**src/rtl/fetch_ctrl_pkg.sv**
```systemverilog
// fetch_ctrl_pkg: shared scalar types, reset PC and fetch-stage pipeline types.
package common;
  typedef logic [63:0] u64;
  typedef logic [31:0] u32;
  localparam u64 PCINIT = 64'h8000_0000;
endpackage

package pipes;
  import common::*;
  typedef enum logic [1:0] {IDLE, REQ, HOLD, KILL} fetch_state_t;
  typedef struct packed {
    u32   raw_instr;
    u64   pc;
    logic valid;
  } fetch_data_t;
endpackage

```
**src/rtl/fetch_ctrl.sv**
```systemverilog
// fetch_ctrl: fetch PC sequencer with single-outstanding ibus request and redirect kill.
module fetch_ctrl
  import common::*;
  import pipes::*;
#(
  parameter u64 RESET_PC = PCINIT
) (
  input  logic        clk,
  input  logic        resetn,
  output logic        ireq_valid,
  output u64          ireq_addr,
  input  logic        iresp_data_ok,
  input  u32          iresp_data,
  input  logic        redirect_valid,
  input  u64          redirect_pc,
  input  logic        stall,
  output fetch_data_t dataF
);
  fetch_state_t state, n_state;
  u64 pc, n_pc, tgt, n_tgt, out_pc, n_out_pc, rt;
  u32 out_instr, n_out_instr;
  logic out_valid, n_out_valid;
  assign rt = redirect_pc & ~64'h3;
  assign ireq_valid = (state == REQ) || (state == KILL);
  assign ireq_addr = pc;
  assign dataF = {out_instr, out_pc, out_valid};
  always_comb begin
    n_state = state;
    n_pc = pc;
    n_tgt = tgt;
    n_out_instr = out_instr;
    n_out_pc = out_pc;
    n_out_valid = out_valid;
    case (state)
      IDLE: begin
        n_state = REQ;
        n_pc = redirect_valid ? rt : pc;
      end
      REQ: begin
        if (iresp_data_ok && !redirect_valid) begin
          n_out_instr = iresp_data;
          n_out_pc = pc;
          n_out_valid = 1'b1;
          n_pc = pc + 64'd4;
          n_state = HOLD;
        end else if (iresp_data_ok) begin
          n_pc = rt;
        end else if (redirect_valid) begin
          // the bus forbids withdrawing a request, so wait out the stale word
          n_tgt = rt;
          n_state = KILL;
        end
      end
      KILL: begin
        if (iresp_data_ok) begin
          n_pc = redirect_valid ? rt : tgt;
          n_state = REQ;
        end else if (redirect_valid) begin
          n_tgt = rt;
        end
      end
      default: begin
        if (redirect_valid || !stall) begin
          n_out_valid = 1'b0;
          n_pc = redirect_valid ? rt : pc;
          n_state = REQ;
        end
      end
    endcase
  end
  always_ff @(posedge clk or negedge resetn) begin
    if (!resetn) begin
      state <= IDLE;
      pc <= RESET_PC;
      tgt <= '0;
      out_instr <= '0;
      out_pc <= '0;
      out_valid <= 1'b0;
    end else begin
      state <= n_state;
      pc <= n_pc;
      tgt <= n_tgt;
      out_instr <= n_out_instr;
      out_pc <= n_out_pc;
      out_valid <= n_out_valid;
    end
  end
endmodule

```
**config.mk**
```make
export PLATFORM = sky130hd
export DESIGN_NAME = fetch_ctrl
export DESIGN_NICKNAME = d
export VERILOG_FILES = /design/src/rtl/fetch_ctrl_pkg.sv /design/src/rtl/fetch_ctrl.sv
export SDC_FILE = /design/constraint.sdc
export NUM_CORES = 1
export LEC_CHECK = 0
export BUFFER_PORTS_ARGS = -buffer_cell sky130_fd_sc_hd__buf_4
export CELL_PAD_IN_SITES_DETAIL_PLACEMENT = 0
export CELL_PAD_IN_SITES_GLOBAL_PLACEMENT = 1
export CORE_MARGIN = 5
export CORE_UTILIZATION = 30
export DETAILED_ROUTE_END_ITERATION = 10
export HOLD_SLACK_MARGIN = 0.02
export PLACE_DENSITY = 0.66
export SETUP_SLACK_MARGIN = 0.3
export SKIP_LAST_GASP = 1
export SYNTH_ARGS = -nofsm -noshare
export SYNTH_HDL_FRONTEND = slang
export SYNTH_SLANG_ARGS = --single-unit
```
**constraint.sdc**
```tcl
create_clock -name clk -period 2.3 [get_ports clk]
set_input_delay 0.46 -clock clk [delete_from_list [all_inputs] [get_ports clk]]
set_output_delay 0.46 -clock clk [all_outputs]
set_load 0.03 [all_outputs]
```
---- After elaboration in Yosys (flattened, before gate mapping) ----
Cells that the tools add are included.
storage, ports and cells
  bits in registers ....................... 227
operators by class
  $add $sub $neg .......................... 1
  equality and inequality tests ........... 8
  mux-type cells .......................... 19
  bitwise logic cells ..................... 1
  reduce and logical (&&, ||, !) cells .... 15
operators with widths
  cell                   count
  $mux 64                8
  $pmux 64 s3            1
  $pmux 64 s2            1
  $add 64x3->64 const B  1
  $mux 2                 5
  $ne 3x2->1 const B     3
  $pmux 2 s3             1
  $reduce_and 3->1       2
  $ne 2x2->1 const B     2
  $reduce_and 2->1       2
  $reduce_and 4->1       1
  $reduce_bool 2->1      2
  $reduce_bool 4->1      1
  $eq 2x1->1 const B     1
  $eq 2x2->1 const B     1
  $logic_not 1->1        2
  $logic_not 2->1        1
  $logic_or 1x1->1       2
  $mux 1                 2
  $ne 2x1->1 const B     1
  $pmux 1 s2             1
  $reduce_or 2->1        1
  $logic_and 1x1->1      1
  $not 1->1              1

---- Depth between registers and ports, before layout ----
Gate-level depths: netlist of the first run.
  depth after elaboration ................. 4
  mapped depth ............................ 10

---- Worst setup path after synthesis of the first run ----
OpenSTA, ideal clock, no wires.
  path type ............................... register to register
  start ................................... register pc[2], in the netlist ireq_addr[2]
  end ..................................... register pc[42], in the netlist ireq_addr[42]
  setup time .............................. 0.123 ns
  arrival ................................. 1.993 ns
  data required time ...................... 2.177 ns
  setup slack ............................. 0.184 ns
  stages on the path, launching flop included .. 8
  path buffers ............................ 1
  clock period less this slack ............ 2.116 ns
  cells stage by stage .................... dfrtp_1 > ha_1 > and4_1 > nand3_1 > nor3_2 > buf_2 > a31oi_1 > o221a_2
on the way
  longest elaborated chain between the ends .. 3
ends and longest elaborated chain
  what                    RTL line          text
  start, declared         fetch_ctrl.sv:20  u64 pc, n_pc, tgt, n_tgt, out_pc, n_out_pc, rt;
  start signal, assigned  fetch_ctrl.sv:81  pc <= n_pc;
  $add 64x3->64           fetch_ctrl.sv:44  n_pc = pc + 64'd4;
  $mux 64                 fetch_ctrl.sv:40  if (iresp_data_ok && !redirect_valid) begin
  $pmux 64 s3             fetch_ctrl.sv:34  case (state)
Every way passes these cells.
A chain may end at the register's enable or synchronous reset.

---- Worst setup path in the final report of the first run ----
  start ................................... register state[0]
  end ..................................... output ireq_valid
on the way
  longest elaborated chain between the ends .. 2
  elaborated cells between the ends (all ways) .. 3
  those cells by class .................... eq/ne (2); reduce/logical (1)
ends and longest elaborated chain
  what                                      RTL line          text
  start, declared                           fetch_ctrl.sv:19  fetch_state_t state, n_state;
  start signal, assigned                    fetch_ctrl.sv:80  state <= n_state;
  $eq 2x1->1 or $eq 2x2->1 (tied branches)  fetch_ctrl.sv:24  assign ireq_valid = (state == REQ) || (state == KILL);
  $logic_or 1x1->1 (*)                      fetch_ctrl.sv:24
  end, declared                             fetch_ctrl.sv:10  output logic ireq_valid,
Mark *: on every way between the ends. The rest lies on a longest branch, timed or not.

==> impl_metrics.ini, run 1 <==
[grt]
overflow = 0
grt_util_all_layers_pct = 19.8
grt_pass1_wl_mm = 69.1
grt_max_degree = 69
antenna_found_initial = 0
grt_pass1_vias = 11022

[floorplan]
fp.dieW_um = 209
std_cell_rows = 72
die_area_mm2 = 0.0436
die_h_um = 209
initial_core_util_pct = 30.5
core_area_mm2 = 0.0388
ioPinCount = 263

[route]
drt-vias-per-instance = 5.35
ant_nets = 0
drt_iter0_markers = 820
wire_per_inst_um = 21.5
first_pass_iters = 5
vias = 11480
route.detailed.drc = 0
drt-total-wl_mm = 46.1

[setup_path]
critPathMaxStageDelay_ps = 450
cp_common_cell = buf_6
crit_path_start_kind = register
crit_buf_inv = 3
path_max_fanout = 5
crit_path_end_kind = primary output
worstPathArrival_ps = 1600
required_ps = 1840
slowest_stage = dfrtp_2
crit_path_cell_trace = ha_4, nor2_4, buf_6, inv_4, buf_6
crit_type = register to primary output
critPathTopFamily = flip-flops

[yosys]
syn_area_mm2 = 0.0119
synth_area_per_cell_um2 = 9.33
synth-main-ff-cell = dfrtp_1
async_flop_share_pct = 100
synth_nets = 1375
synthCells = 1270
ys_types = 77
synth_seq_cells = 227
seq_area_frac_synth_pct = 47.9
synth_edf_count = 0
yosys_warnings = 0

[sta]
finalClockSkew_ps = 16.4
min_period_ps = 2060
hold_violations = 0
finalSetupViolCount = 0
rsz0062_at_grt = yes
finalMaxSlewViolations = 0
max_clock_freq_ghz = 0.486
tns_ps = 0
period_share_pct = 89.5
maxSlewHeadroom_pct = 63.0
worstMarginPinSlew_ps = 555

[placed_design]
portBuffers = 260
gp_congestion = 0.884
placed_cell_area_mm2 = 0.0151
dpl.hpwl_mm = 32.0

[power_and_ir_drop]
switchingPower_mw = 11.5
seq_power_share_pct = 28.7
p_int_mw = 14.4
pwr-share-clk_pct = 17.8
p_sw_share_pct = 44.3
peakVddDrop_mv = 0.577
p_per_area_mw_per_mm2 = 1530
leakagePower_nw = 7.75
pwr-share-comb_pct = 53.5

[run_status]
status = complete, no violations

[final_layout]
drive_gt1_share_pct = 39.3
fin_nets = 1708
final_area_mm2 = 0.0169
antenna_cells = 0
area_delta_synth_final_pct = 42.9

[clock_tree]
tritoncts = built
cts_made_buffers = 30
cts.clk_slew.worst_paths_ps = 60
clock-sinks = 227
cts.path.max_buffers = 3
clockRootBuffer = clkbuf_16
insertion_delay_ps = 560
htree_levels = 1

[hold_path]
hold_path_class = input port to register

[job]
cap_violations = 0
[metrics by stage]
stage          hold slack, ps  cells  utilization, %  power (mW)  setup slack [ps]
2_1_floorplan             164   1270               -        14.6               302
3_3_place_gp              402   2052            38.8        20.1               123
3_5_place_dp              408   2052            38.8        20.3              89.3
4_1_cts                  69.6   2128            42.5        25.4               246
5_1_grt                  82.9   2145            43.6        27.4               181
6_report                 97.1   2145            43.6        25.9               240
[layer usage]
layer | up-vias | GRT usage, % | wire, um
met4 | 0 | 4.66 | 1040
met5 | - | 0 | 0
met3 | 67 | 4.12 | 3420
met2 | 429 | 30.2 | 20500
met1 | 5665 | 29.0 | 21100
li1 | 5319 | - | -
[cell families after synthesis]
kind of cell,Yosys count,share of synthesized area [%]
compound gates,341,19.7
fa+ha+maj,4,0.422
buf+inv,118,4.24
flops,227,47.9
mux,82,7.64
simple gates,498,20.1
[flip-flops by register name, summed over array words and instances (netlist names)]
register and flops:
out_pc 64, state 2, ireq_addr 64, out_valid 1, tgt 64, out_instr 32
[what timing repair did]
| action | 4_1_cts | 5_1_grt |
|---|---|---|
| hold endpoints to repair | 41 | 0 |
| gates resized for setup | 46 | 65 |
| pin swaps | 8 | 12 |
| setup endpoints to repair | 107 | 103 |
| gates cloned | 3 | 3 |
| buffers inserted | 16 | 14 |
| hold buffers | 1 | 0 |
[cell usage in the layout, fill, tap and decap left out, types with 11 or more instances in the layout]
cell / Yosys / layout
a22o_1: 17 / 15
nand3_1: 30 / 25
inv_1: 20 / 18
o21ai_0: 90 / 85
dfrtp_1: 226 / 204
a22oi_1: 20 / 14
dfrtp_2: 0 / 22
nand4_1: 11 / 11
buf_12: 0 / 16
buf_6: 1 / 12
nor3_1: 23 / 20
nand2_1: 297 / 294
clkbuf_16: 0 / 34
mux2_2: 68 / 68
and3_1: 17 / 16
buf_4: 4 / 358
nor2_1: 36 / 33
a21oi_1: 39 / 32
a31oi_1: 15 / 14
o22ai_1: 46 / 46
mux2i_1: 14 / 12
[synthesized netlist by cell type, drive strengths merged, types with 3 or more instances]
cell type | number | area (um^2)
a211o | 3 | 26.3
a211oi | 9 | 67.6
a21oi | 40 | 204
a221oi | 7 | 61.3
a22o | 17 | 149
a22oi | 20 | 150
a2bb2oi | 11 | 96.3
a311o | 7 | 70.1
a311oi | 8 | 70.1
a31oi | 15 | 93.8
a41oi | 3 | 26.3
and2 | 8 | 50.1
and3 | 17 | 106
and4 | 11 | 96.3
buf | 48 | 240
clkbuf | 49 | 184
dfrtp | 226 | 5660
ha | 4 | 50.1
inv | 21 | 78.8
mux2 | 68 | 766
mux2i | 14 | 140
nand2 | 297 | 1110
nand2b | 5 | 31.3
nand3 | 31 | 160
nand4 | 12 | 81.3
nor2 | 37 | 141
nor2b | 7 | 43.8
nor3 | 28 | 171
nor4 | 22 | 174
nor4b | 3 | 32.5
o21a | 6 | 45.0
o21ai | 90 | 450
o21bai | 3 | 22.5
o221a | 10 | 113
o22ai | 46 | 288
o2bb2ai | 8 | 70.1
o31ai | 11 | 87.6
o32ai | 10 | 87.6
or2 | 3 | 18.8
or3 | 4 | 30.0
or3b | 4 | 35.0
[final timing paths]
check,startpoint,end,slack [ps],cells after the start
worst max-delay path,state[0],ireq_valid,240,5
worst min-delay path,iresp_data[0],out_instr[0],100,3
max in group asynchronous,resetn,ireq_addr[11],1100,3
worst max register to register,state[0],ireq_addr[33],250,8
min in group asynchronous,resetn,out_pc[40],400,2
worst min register to register,out_pc[21],out_pc[21],470,2
[power by group through the flow]
stage	clock network, mW	registers (mW)	logic (mW)
after detailed placement	0	7.45	12.8
final	4.60	7.41	13.8
after CTS	4.73	7.39	13.3
after global placement	0	7.37	12.7
after floorplan	0	9.91	4.74
after global routing	4.89	7.68	14.8
[final cells by class]
type                            instances  area [um^2]
Fill cell                            3788        21900
Clock buffer                           42          877
Timing Repair Buffer                  398         3430
Multi-Input combinational cell        925         6080
Sequential cell                       227         5710
Clock inverter                         14          106
Inverter                               21         81.3
Tap cell                              518          648
[worst reg2reg max path: stages (launching register included)]
cell and delay, ps:
dfrtp_2 450, ha_4 200, nand2b_2 220, buf_12 170, o21a_1 170, a2bb2oi_1 120
buf_4 180, a311o_1 310, o221a_2 120
Power figures use the tool's default switching activity.
==> run 2, diff against run 1 <==
--- a/config.mk
+++ b/config.mk
@@ -13,6 +13,7 @@
 export DETAILED_ROUTE_END_ITERATION = 10
 export HOLD_SLACK_MARGIN = 0.02
 export PLACE_DENSITY = 0.66
+export RECOVER_POWER = 25
 export SETUP_SLACK_MARGIN = 0.3
 export SKIP_LAST_GASP = 1
 export SYNTH_ARGS = -nofsm -noshare
==> run 2 against run 1 <==
Net effect:
- critical path depth unchanged
- combinational power about the same
- clock power about the same
- total power about the same
- setup slack better by 2.9 ps
- highest routed layer unchanged
==> impl_metrics.ini, run 2 (synthesized netlist as in run 1, its figures left out) <==
[route]
drt_iter0_markers = 775
vias = 11482
route.detailed.drc = 0
drt-total-wl_mm = 46.2
drt-vias-per-instance = 5.35
ant_nets = 0
wire_per_inst_um = 21.5
first_pass_iters = 5

[sta]
worstMarginPinSlew_ps = 1160
finalSetupViolCount = 0
tns_ps = 0
rsz0062_at_grt = yes
finalMaxSlewViolations = 0
maxSlewHeadroom_pct = 22.9
max_clock_freq_ghz = 0.486
min_period_ps = 2060
finalClockSkew_ps = 15.6
hold_violations = 0
period_share_pct = 89.4

[setup_path]
r2r_slack_ps = 240
crit_path_start_kind = register
crit_cells = 5
r2r_end = ireq_addr[33]
worstPathArrival_ps = 1600
critPathTopFamily = flip-flops
crit_path_end_kind = primary output
crit_type = register to primary output
path_max_fanout = 5
required_ps = 1840
slowest_stage = dfrtp_2
critPathMaxStageDelay_ps = 450
cp_common_cell = buf_6
crit_path_cell_trace = ha_4, nor2_4, buf_6, inv_4, buf_6
crit_buf_inv = 3
crit_start = state[0]
reg2reg_from = state[0]
reg2reg_depth = 8
endpoint = ireq_valid

[grt]
grt_pass1_vias = 11022
grt_pass1_wl_mm = 69.1
antenna_found_initial = 0
grt_util_all_layers_pct = 19.8
overflow = 0
grt_max_degree = 69

[hold_path]
hold_path_class = input port to register

[power_and_ir_drop]
leakagePower_nw = 7.74
p_per_area_mw_per_mm2 = 1530
finalPower_mw = 25.9
peakVddDrop_mv = 0.579

[clock_tree]
clockRootBuffer = clkbuf_16
clock-sinks = 227
htree_levels = 1
tritoncts = built
cts.clk_slew.worst_paths_ps = 60
insertion_delay_ps = 550
cts_made_buffers = 30
cts.path.max_buffers = 3

[final_layout]
fin_nets = 1708
final_area_mm2 = 0.0169
antenna_cells = 0
area_delta_synth_final_pct = 42.6
drive_gt1_share_pct = 39.3
fillCellCount = 3793
layout_common_cells = 357 x buf_4, 294 x nand2_1, 204 x dfrtp_1, 85 x o21ai_0, 68 x mux2_2
layout_commonest_cell = buf_4

[floorplan]
die_h_um = 209
ioPinCount = 263
initial_core_util_pct = 30.5
die_area_mm2 = 0.0436
core_area_mm2 = 0.0388
std_cell_rows = 72
fp.dieW_um = 209

[job]
cap_violations = 0

[placed_design]
portBuffers = 260
gp_congestion = 0.884
placed_cell_area_mm2 = 0.0151
dpl.hpwl_mm = 32.0

[run_status]
status = complete, no violations
[run 2: cell types whose count changed in the layout (fill, tap and decap cells not counted)]
cell | before | now
buf_12 | 16 | 14
buf_4 | 358 | 357
clkbuf_1 | 5 | 6
clkbuf_2 | 0 | 1
clkbuf_4 | 0 | 1
[run 2: worst min path at each step]
stage                    from       endpoint  slack [ps]  depth (start not counted)
2_1_floorplan          resetn   ireq_addr[0]         160                          0
5_1_grt        iresp_data[17]  out_instr[17]          80                          3
4_1_cts        iresp_data[31]  out_instr[31]          70                          3
3_5_place_dp           resetn     out_pc[44]         410                          1
6_report        iresp_data[0]   out_instr[0]         100                          3
3_3_place_gp           resetn     out_pc[44]         400                          1
[run 2: worst min-delay path, stage by stage]
cell	delay, ps
buf_4	80
nand2_1	40
nand2_1	40
[run 2: what timing repair did]
action	CTS	global route
gates cloned	3	3
pin swaps	8	12
endpoints found under the setup margin	107	103
resized for setup	46	65
hold buffers	1	0
buffers inserted	16	14
endpoints found under the hold margin	41	0
[run 2: layout make-up]
class	count	area, um^2	area share, %
Tap cell	518	648	3.83
Timing Repair Buffer	398	3400	20.1
Sequential cell	227	5710	33.8
Multi-Input combinational cell	925	6080	36.0
Clock buffer	42	877	5.19
Clock inverter	14	106	0.629
Inverter	21	81.3	0.481
[run 2: metrics by stage]
| step | setup slack, ps | std cells | util (%) | hold slack (ps) |
|---|---|---|---|---|
| finish | 243 | 2145 | 43.5 | 98.8 |
| global route | 135 | 2145 | 43.5 | 82.9 |
| CTS | 246 | 2128 | 42.5 | 69.6 |
| detailed placement | 89.3 | 2052 | 38.8 | 408 |
| global placement | 123 | 2052 | 38.8 | 402 |
| floorplan | 302 | 1270 | - | 164 |
[run 2: power breakdown]
part	total [mW]	switching, mW	internal [mW]	leakage [nW]
logic	13.9	8.19	5.66	4.50
registers	7.42	1.45	5.97	2.75
clock network	4.60	1.84	2.76	0.491
total	25.9	11.5	14.4	7.74
[run 2: routing by layer]
metal  GRT usage [%]  share of wire, %  vias to the layer above
met4            4.66               2.3                        0
met2            30.2                44                      421
li1                -                 -                     5319
met5               0                 0                        -
met1            29.0                46                     5673
met3            4.12               7.7                       69
==> run 3, diff against run 2 <==
--- a/config.mk
+++ b/config.mk
@@ -5,14 +5,14 @@
 export SDC_FILE = /design/constraint.sdc
 export NUM_CORES = 1
 export LEC_CHECK = 0
-export BUFFER_PORTS_ARGS = -buffer_cell sky130_fd_sc_hd__buf_4
 export CELL_PAD_IN_SITES_DETAIL_PLACEMENT = 0
 export CELL_PAD_IN_SITES_GLOBAL_PLACEMENT = 1
 export CORE_MARGIN = 5
-export CORE_UTILIZATION = 30
+export CORE_UTILIZATION = 25
 export DETAILED_ROUTE_END_ITERATION = 10
+export DONT_BUFFER_PORTS = 1
 export HOLD_SLACK_MARGIN = 0.02
-export PLACE_DENSITY = 0.66
+export PLACE_DENSITY = 0.51
 export RECOVER_POWER = 25
 export SETUP_SLACK_MARGIN = 0.3
 export SKIP_LAST_GASP = 1
==> run 3 against run 2 <==
Net effect:
- worst hold slack got worse by 510 ps
- routed wire length increased by 15%
- die area up 19%
- sequential share of layout area fell by 1.4 points
- first-iteration DRC count is 7.1% lower
- clock skew is essentially flat
- critical path type is now register to register
- non-clock buffer count is 78 lower
- setup slack got worse by 140 ps
- via count shrank 1.1%
- sequential cell count did not move
- the run now ends with negative hold slack left
- cell area grew 4.2%
- total power rose by 2.6%
==> impl_metrics.ini, run 3 (synthesized netlist as in run 1, its figures left out) <==
[clock_tree]
insertion_delay_ps = 580
cts.path.max_buffers = 3
htree_levels = 1
cts.clk_slew.worst_paths_ps = 60
clockRootBuffer = clkbuf_16
cts_made_buffers = 29
tritoncts = built
cts_hold_buf = 92
clock-sinks = 227

[setup_path]
worstPathArrival_ps = 2680
crit_path_cell_trace = inv_2, ha_4, buf_6, nand3b_1, buf_4, clkbuf_16, buf_8, clkbuf_16, a31o_2, a211oi_2
crit_buf_inv = 6
crit_path_start_kind = register
required_ps = 2790
crit_path_end_kind = register
path_max_fanout = 16
critPathTopFamily = buffers and inverters
crit_type = register to register
critPathMaxStageDelay_ps = 380
r2r_slack_ps = 100
cp_common_cell = clkbuf_16
slowest_stage = dfrtp_1

[grt]
antenna_found_initial = 2
grt_pass1_vias = 11015
grt_pass1_wl_mm = 75.9
grt_util_all_layers_pct = 18.7
overflow = 0
grt_max_degree = 228

[final_layout]
antenna_cells = 0
instances_no_fill = 2154
layout_common_cells = 296 x nand2_1, 205 x dfrtp_1, 153 x buf_4, 92 x dlygate4sd3_1, 68 x mux2_2
layout_commonest_cell = nand2_1
fin_nets = 1629
fillCellCount = 4673
drive_gt1_share_pct = 33.3
area_delta_synth_final_pct = 48.5
final_area_mm2 = 0.0176

[sta]
period_share_pct = 95.5
finalClockSkew_ps = 15.5
finalSetupViolCount = 0
max_clock_freq_ghz = 0.455
hold_violations = 227
worstMarginPinSlew_ps = 749
maxSlewHeadroom_pct = 50.0
holdWs_ps = -407
min_period_ps = 2200
tns_ps = 0
finalMaxSlewViolations = 0
rsz0062_at_grt = yes

[power_and_ir_drop]
p_int_mw = 14.7
p_per_area_mw_per_mm2 = 1510
switchingPower_mw = 11.9
leakagePower_nw = 7.65
pwr-share-comb_pct = 46.6
peakVddDrop_mv = 0.621
seq_power_share_pct = 34.2
pwr-share-clk_pct = 19.2
p_sw_share_pct = 44.7

[placed_design]
dpl.hpwl_mm = 33.2
placed_cell_area_mm2 = 0.0135
gp_congestion = 0.785
placed_cells = 1922
portBuffers = 0

[route]
drt-total-wl_mm = 53.2
wire_per_inst_um = 24.7
ant_nets = 0
drt_iter0_markers = 720
route.detailed.drc = 0
vias = 11357
first_pass_iters = 5
drt-vias-per-instance = 5.27

[floorplan]
core_area_mm2 = 0.0468
ioPinCount = 263
fp.dieW_um = 228
die_h_um = 228
std_cell_rows = 79
initial_core_util_pct = 25.4
die_area_mm2 = 0.0519

[run_status]
status = finished, violations left
violations = negative hold slack

[hold_path]
hold_path_class = input port to async pin

[job]
cap_violations = 0
[run 3: final cells by class]
class / count / area (um^2) / share of cell area [%]
tap: 607 / 759 / 4.31
clock buffer: 43 / 848 / 4.82
multi-input combinational: 925 / 6480 / 36.8
clock inverter: 11 / 211 / 1.20
timing repair buffer: 320 / 3510 / 20.0
sequential: 227 / 5710 / 32.4
inverter: 21 / 83.8 / 0.476
[run 3: path summary, 6_finish.rpt]
check	start	to	cells after the start
max in group asynchronous	resetn	ireq_addr[26]	0
worst max register to register	state[1]	ireq_addr[58]	10
worst min-delay path	resetn	tgt[8]	0
worst min register to register	tgt[0]	tgt[0]	1
min in group clk	redirect_pc[32]	tgt[32]	1
worst max-delay path	state[1]	ireq_addr[58]	10
[run 3: layer usage]
layer | vias to the layer above | wire (um) | share of wire (%) | track usage [%]
met5 | - | 13 | 0.024 | 0
met4 | 2 | 1250 | 2.3 | 3.99
met3 | 64 | 3970 | 7.5 | 4.99
met2 | 394 | 24500 | 46 | 29.4
met1 | 5723 | 23400 | 44 | 26.1
li1 | 5174 | - | - | -
[run 3: power groups by stage]
stage               logic, mW  clock network [mW]  registers, mW
global placement         9.51                   0           9.08
CTS                      10.9                5.24           9.07
global route             13.2                5.39           9.32
finish                   12.4                5.11           9.08
floorplan                4.74                   0           9.91
detailed placement       9.59                   0           9.13
[run 3: per-stage QoR]
step	setup WS, ps	total power [mW]	utilization (%)
4_1_cts	129	25.2	35.0
5_1_grt	18.2	27.9	37.7
3_3_place_gp	104	18.6	28.8
6_report	103	26.6	37.7
2_1_floorplan	302	14.6	-
3_5_place_dp	120	18.7	28.8
[run 3: worst reg2reg max path: cells and delay by family, from the launching register on]
kind	cells	cell delay, ps
fa+ha+maj	1	150
compound gates	2	430
flops	1	380
buf+inv	6	940
simple gates	1	200
[run 3: timing repair]
item                       4_1_cts  5_1_grt
gates cloned                    12       12
setup endpoints to repair      157      134
pin swaps                       16       54
resized for setup               95      171
setup buffers                   25       37
hold endpoints to repair       319      227
